File: config.mk
export PLATFORM = sky130hd
export DESIGN_NAME = sevenseg_output_stage
export DESIGN_NICKNAME = d
export VERILOG_FILES = /design/src/rtl/sevenseg_output_stage.sv
export SDC_FILE = /design/constraint.sdc
export NUM_CORES = 1
export LEC_CHECK = 0
export CAP_MARGIN = 0
export CORE_ASPECT_RATIO = 1.25
export CORE_MARGIN = 10
export CORE_UTILIZATION = 52
export CTS_CLUSTER_SIZE = 25
export DETAILED_ROUTE_END_ITERATION = 10
export GPL_TIMING_DRIVEN = 0
export PLACE_DENSITY = 0.73
export SLEW_MARGIN = 20
export SYNTH_ARGS = -nofsm -noshare
export SYNTH_HDL_FRONTEND = slang
export SYNTH_SLANG_ARGS = --single-unit
File: constraint.sdc
create_clock -name clk -period 6.5 [get_ports clk]
set_clock_uncertainty 0.1 [all_clocks]
set_input_delay 1.95 -clock clk [delete_from_list [all_inputs] [get_ports clk]]
set_output_delay 1.95 -clock clk [all_outputs]
set_load 0.005 [all_outputs]
File: src/rtl/sevenseg_output_stage.sv
// Seven-segment output stage: brightness PWM passthrough with a spin-then-glyph splash on game switch.
// All outputs registered, one clk after inputs; no backpressure (free-running display path).
module sevenseg_output_stage #(
  parameter int TICK_DIV   = 250000,
  parameter int ANIM_STEPS = 6,
  parameter int HOLD_TICKS = 40,
  parameter int PWM_BITS   = 4
) (
  input  logic                clk,
  input  logic                reset,
  input  logic [6:0]          seg_in,
  input  logic                splash_start,
  input  logic [1:0]          splash_id,
  input  logic [PWM_BITS-1:0] brightness,
  output logic [6:0]          seg_out,
  output logic                dp_out,
  output logic                busy
);

  localparam int TICK_W = $clog2(TICK_DIV);
  localparam int STEP_W = $clog2(ANIM_STEPS + 1);
  localparam int HOLD_W = $clog2(HOLD_TICKS + 1);

  typedef enum logic [1:0] {PASS, SPIN, HOLD} state_t;

  state_t              state, state_n;
  logic [TICK_W-1:0]   tick_cnt, tick_cnt_n;
  logic [STEP_W-1:0]   step, step_n;
  logic [2:0]          pos, pos_n;
  logic [HOLD_W-1:0]   hold_cnt, hold_cnt_n;
  logic [1:0]          id, id_n;
  logic [PWM_BITS-1:0] pwm_cnt;
  logic                tick;
  logic                en;
  logic [6:0]          raw;

  function automatic logic [6:0] glyph(input logic [1:0] gid);
    case (gid)
      2'd0:    glyph = 7'b0111001;
      2'd1:    glyph = 7'b1011110;
      2'd2:    glyph = 7'b1110110;
      default: glyph = 7'b1010000;
    endcase
  endfunction

  assign tick = (tick_cnt == TICK_W'(TICK_DIV - 1));
  assign en   = (&brightness) | ((brightness != '0) && (pwm_cnt < brightness));

  // pos tracks step mod 6 so the spin wraps cleanly when ANIM_STEPS exceeds six
  always_comb begin
    state_n    = state;
    step_n     = step;
    pos_n      = pos;
    hold_cnt_n = hold_cnt;
    id_n       = id;
    tick_cnt_n = (splash_start || tick) ? '0 : tick_cnt + 1'b1;
    if (splash_start) begin
      state_n = SPIN;
      step_n  = '0;
      pos_n   = '0;
      id_n    = splash_id;
    end else if (tick) begin
      case (state)
        SPIN: begin
          if (step == STEP_W'(ANIM_STEPS - 1)) begin
            state_n    = HOLD;
            hold_cnt_n = '0;
          end else begin
            step_n = step + 1'b1;
            pos_n  = (pos == 3'd5) ? 3'd0 : pos + 3'd1;
          end
        end
        HOLD: begin
          if (hold_cnt == HOLD_W'(HOLD_TICKS - 1)) state_n = PASS;
          else hold_cnt_n = hold_cnt + 1'b1;
        end
        default: ;
      endcase
    end
  end

  always_comb begin
    raw = seg_in;
    case (state_n)
      SPIN:    raw = 7'b0000001 << pos_n;
      HOLD:    raw = glyph(id_n);
      default: raw = seg_in;
    endcase
  end

  always_ff @(posedge clk or posedge reset) begin
    if (reset) begin
      state    <= PASS;
      tick_cnt <= '0;
      step     <= '0;
      pos      <= '0;
      hold_cnt <= '0;
      id       <= '0;
      pwm_cnt  <= '0;
      seg_out  <= '0;
      dp_out   <= 1'b0;
      busy     <= 1'b0;
    end else begin
      state    <= state_n;
      tick_cnt <= tick_cnt_n;
      step     <= step_n;
      pos      <= pos_n;
      hold_cnt <= hold_cnt_n;
      id       <= id_n;
      pwm_cnt  <= pwm_cnt + 1'b1;
      seg_out  <= en ? raw : 7'b0;
      dp_out   <= en & (state_n != PASS);
      busy     <= (state_n != PASS);
    end
  end

endmodule

# Word-level counts from Yosys, hierarchy flattened
# Index checks and enable logic that the tools add are counted.
[word_totals] output_inout_bits=9 elab_cells=66 register_bits=47 input_bits=16
[classes] add_sub_neg=5 n_lt_le_gt_ge=1 reduce_logical=11 n_eq_ne=13 muxes=22 shifts=1 bitwise=3
[ops] op="3-bit 2-to-1 mux" count=9
[ops] op="7-bit case mux with 3 select lines" count=1
[ops] op="18-bit by 1-bit adder with 18-bit output, second input constant" count=1
[ops] op="18-bit == test, second input constant" count=1
[ops] op="18-bit 2-to-1 mux" count=1
[ops] op="7-bit case mux with 2 select lines" count=1
[ops] op="6-bit 2-to-1 mux" count=2
[ops] op="6-bit case mux with 2 select lines" count=1
[ops] op="2-bit 2-to-1 mux" count=5
[ops] op="2-bit nonzero test" count=4
[ops] op="7-bit 2-to-1 mux" count=1
[ops] op="1-bit by 3-bit << shifter with 7-bit output, first input constant" count=1
[ops] op="3-bit by 1-bit adder with 3-bit output, second input constant" count=2
[ops] op="6-bit by 1-bit adder with 6-bit output, second input constant" count=1
[ops] op="2-bit by 1-bit == test with 1-bit output, second input constant" count=3
[ops] op="2-bit == test, second input constant" count=3
[ops] op="3-bit == test, second input constant" count=2
[ops] op="6-bit == test, second input constant" count=1
[ops] op="2-bit != test, second input constant" count=3
[ops] op="5-bit AND reduction" count=1
[ops] op="4-bit by 1-bit adder with 4-bit output, second input constant" count=1
[ops] op="4-bit less-than comparator" count=1
[ops] op="2-bit case mux with 2 select lines" count=1
[ops] op="4-bit AND reduction" count=1
[ops] op="other kinds (8)" count=8

# Logic depth before layout (Yosys ltp)
[logic_depth] ltp_word=9 depth_mapped=12 depth_no_buf=11

# Worst setup path after synthesis
# No wires, ideal clock.
[synth_path] path_kind="input -> register" start="input port splash_start" end="register seg_out[4]" required_time_ps=6301 cell_stages=8 n_path_buf=2 arrival_ps=3399 setup_ps=99 setup_slack_ps=2901 cell_sequence="buf_6 > clkbuf_1 > a21o_1 > ha_1 > nor2b_1 > and3_1 > mux2i_1 > a311oi_1"
[synth_via] elab_chain_cells=4 word_cells_on_any_way=7 cone_classes="eq/ne (2); shift (1); mux (4)"
[synth_lines] item="start, declared" line_no="12" source="input logic splash_start,"
[synth_lines] item="2-bit 2-to-1 mux (*)" line_no="57" source="if (splash_start) begin"
[synth_lines] item="named net state_n[0]" line_no="26" source="state_t state, state_n;"
[synth_lines] item="2-bit == test / 2-bit by 1-bit == test with 1-bit output (equally long branches)" line_no="84" source="case (state_n)"
[synth_lines] item="7-bit case mux with 2 select lines (*)" line_no="84"
[synth_lines] item="7-bit 2-to-1 mux (*)" line_no="111" source="seg_out <= en ? raw : 7'b0;"
[synth_lines] item="end signal, assigned" line_no="111"
[synth_lines] item="end, declared" line_no="15" source="output logic [6:0] seg_out,"
# Mark *: on every way through the listed nets, which the timed path passes. The rest lies on a longest branch.
# A chain may end at the register's enable or synchronous reset.

# Worst setup path after layout
# Ends and elaborated chain as after synthesis.

==> flow_metrics.tcl <==
set metrics [dict create \
    outcome "complete, no violations" \
    cp_max_fo 10 \
    rsz0062_at_grt "no" \
    routed_wl_mm 5.11 \
    gp_congestion 0.846 \
    max_freq_mhz 269 \
    start_kind "primary input" \
    synth.most_common_cell "dfrtp_1" \
    core_um2 4830 \
    grt.overflow.total 0 \
    ff2ff_setup_slack_ns 3.20 \
    cts_max_level 2 \
    tightestPinTransition_ns 0.723 \
    clockBufferDepth 2 \
    synth_compound_area_share_pct 11.3 \
    port_buffers 23 \
    vias 1997 \
    worstPathArrival_ns 3.81 \
    irDropWorstVdd_mv 0.140 \
    numCtsBuffers 5 \
    yosysSeqAreaShare_pct 44.7 \
    min_path_cells 1 \
    drtIter0Drc 144 \
    synth_cells 270 \
    cts_hold_buf 0 \
    min_path_type "flip-flop to flip-flop" \
    synthTopCellsByCount "47 x dfrtp_1, 32 x nor2_1, 21 x nand2_1, 17 x inv_1, 16 x nand3_1" \
    syn-num-nets 301 \
    grt_use_total_pct 12.6 \
    grt_max_degree 29 \
    worst_path_max_delay_cell "nor2b_1" \
    die_width_um 83.6 \
    required_ns 6.59 \
    firstDrtPassIters 4 \
    yosys.area_share.xor_xnor_pct 6.99 \
    die_h_um 99.5 \
    synthMuxAreaShare_pct 2.33 \
    viasPerCell 5.52 \
    r2r-end "seg_out[4]" \
    diodes 0 \
    synth_top_family_by_area "simple AND/OR/NAND/NOR gates" \
    wl_per_cell_um 14.1 \
    path_class "primary input to flip-flop" \
    finalMaxSlewViolations 0 \
    ios 25 \
    rows 28 \
    grtUsageMet2_pct 22.6 \
    finalSetupViolations 0 \
    cts_root_buffer "clkbuf_8" \
    fillers 425 \
    fin_nets 332 \
    cts.sinks 47 \
    synth_top_area_cell "dfrtp_1" \
    ys_async_sr_fraction_pct 100 \
    cts_setup_buffers 0 \
    critical_path.max_stage_delay_ns 0.39 \
    grt_pass1_wl_mm 8.97 \
    cp-end-kind "flip-flop" \
    synth.distinct_cells 50 \
    met1_usage_pct 13.9 \
    antenna_found_initial 0 \
    cts_tree "yes" \
    relSlewSlack_pct 51.4 \
    yosys_warnings 0 \
    min_period_ns 3.72 \
    final_layout_size_suffix_gt1_share_pct 7.95 \
    synth_area_per_cell_um2 9.75 \
    met3_usage_pct 3.51 \
    syn_to_final_growth_pct 15.5 \
    period_share_pct 57.2 \
    hold_viol 0 \
    ctsResizeCount 0 \
    drc 0 \
    busiest_layer "met2" \
    synth_top_area_share_pct 44.7 \
    initial_core_util_pct 54.4 \
    synthAdderAreaFrac_pct 7.13 \
    syn_area_um2 2630 \
    cp_cell_sequence "buf_6 > clkbuf_1 > a21o_1 > ha_1 > nor2b_1 > and3_1 > mux2i_1 > a311oi_1" \
    reg2reg_depth 11 \
    worstReg2RegStart "tick_cnt[0]" \
    synth-edff-count 0 \
    clk-insertion-delay-late_ns 0.29 \
    synth_ff_type "dfrtp_1" \
    yosys-top-cells-area "dfrtp_1 45%, ha_1 7.1%, nor2_1 4.6%" \
    grt_pass1_vias 1970 \
    ys_ff_latch 47 \
    hpwlAfterDp_mm 4.03 \
    p_leak_nw 1.35 \
    ant_nets 0 \
    final_util_pct 62.8 \
    p_per_area_nw_per_um2 175 \
    dieArea_um2 8320 \
    cts.clk_slew.worst_paths_ns 0.08 \
    cp-startpoint "splash_start" \
    crit_path_end "seg_out[4]" \
    yosys.area_share.simple_pct 23.0 \
    max_cap_violations 0 \
    tns_ns 0 \
]
## cells in the final DEF (no fill, tap or decap), types with 3 or more instances in the layout
master | netlist | final
xor2_1 | 11 | 11
a311oi_1 | 3 | 3
clkbuf_8 | 0 | 5
dfrtp_1 | 47 | 47
ha_1 | 15 | 15
nor2_1 | 32 | 32
nand3_1 | 16 | 16
a21o_1 | 3 | 3
nor4_1 | 3 | 3
mux2i_1 | 5 | 5
clkbuf_1 | 4 | 6
a211oi_1 | 5 | 5
nor3_1 | 3 | 3
a21oi_1 | 8 | 8
nand4_1 | 4 | 4
nand2b_1 | 3 | 3
nor2b_1 | 3 | 3
o21ai_0 | 11 | 11
inv_1 | 17 | 16
clkdlybuf4s50_1 | 0 | 23
and3_1 | 10 | 10
xnor2_1 | 10 | 10
o31ai_1 | 3 | 3
nand2_1 | 21 | 21
## kinds of logic (layout without fill, tap and decap cells)
kind of cell | count (synthesis) | in the layout
mux | 6 | 6
buf+inv | 25 | 57
flops | 47 | 47
xor+xnor | 21 | 21
simple gates | 112 | 112
fa+ha+maj | 15 | 15
compound gates | 44 | 44
## per-layer routing
| layer | part of all wire, % | up-vias | wire, µm |
|---|---|---|---|
| met4 | 1.7 | 0 | 89 |
| met1 | 42 | 942 | 2150 |
| met2 | 52 | 31 | 2670 |
| met5 | 0 | - | 0 |
| met3 | 4.0 | 10 | 205 |
| li1 | - | 1014 | - |
## sequential cells by signal, indices dropped and copies added, names as in the netlist
name	flops
pwm_cnt	4
busy	1
tick_cnt	18
dp_out	1
hold_cnt	6
step	3
pos	3
state	2
seg_out	7
id	2
## worst max-delay path, delay by kind of cell
kind / cells / cell delay, ns
simple gates: 2 / 0.63
buf+inv: 2 / 0.49
compound gates: 2 / 0.47
fa+ha+maj: 1 / 0.18
mux: 1 / 0.08
## metrics by stage
step,hold slack (ns),instance area [µm²],power (mW),std cells,setup WS (ns)
global route,0.403,3040,0.557,362,2.56
global placement,0.365,2940,0.371,353,2.46
finish,0.380,3040,0.532,362,2.78
CTS,0.390,3040,0.538,362,2.78
detailed placement,0.378,2960,0.374,354,2.45
floorplan,0.334,2630,0.346,270,2.90
## how the worst min path moves through the flow
stage / endpoint / start
final: pwm_cnt[0] / pwm_cnt[0]
after global routing: pwm_cnt[0] / pwm_cnt[0]
after CTS: pwm_cnt[0] / pwm_cnt[0]
after detailed placement: pwm_cnt[0] / pwm_cnt[0]
after global placement: tick_cnt[0] / tick_cnt[0]
after floorplan: pwm_cnt[0] / pwm_cnt[0]
## layout make-up
class,instances,area (µm²),area share (%)
clock buffer,7,76.3,2.51
buffer,8,55.1,1.81
sequential,47,1180,38.7
inverter,17,63.8,2.10
multi-input combinational,198,1340,44.0
tap,60,75.1,2.47
clock inverter,1,5.00,0.165
timing repair buffer,24,250,8.24
## where the power goes
part           switching, mW  total [mW]  leakage (nW)  internal [mW]
combinational         0.0309      0.0606         0.698         0.0297
sequential           0.00537       0.307         0.611          0.301
clock                 0.0892       0.165        0.0422         0.0755
total                  0.125       0.532          1.35          0.406
No activity file was read; power rests on OpenSTA's default activity.
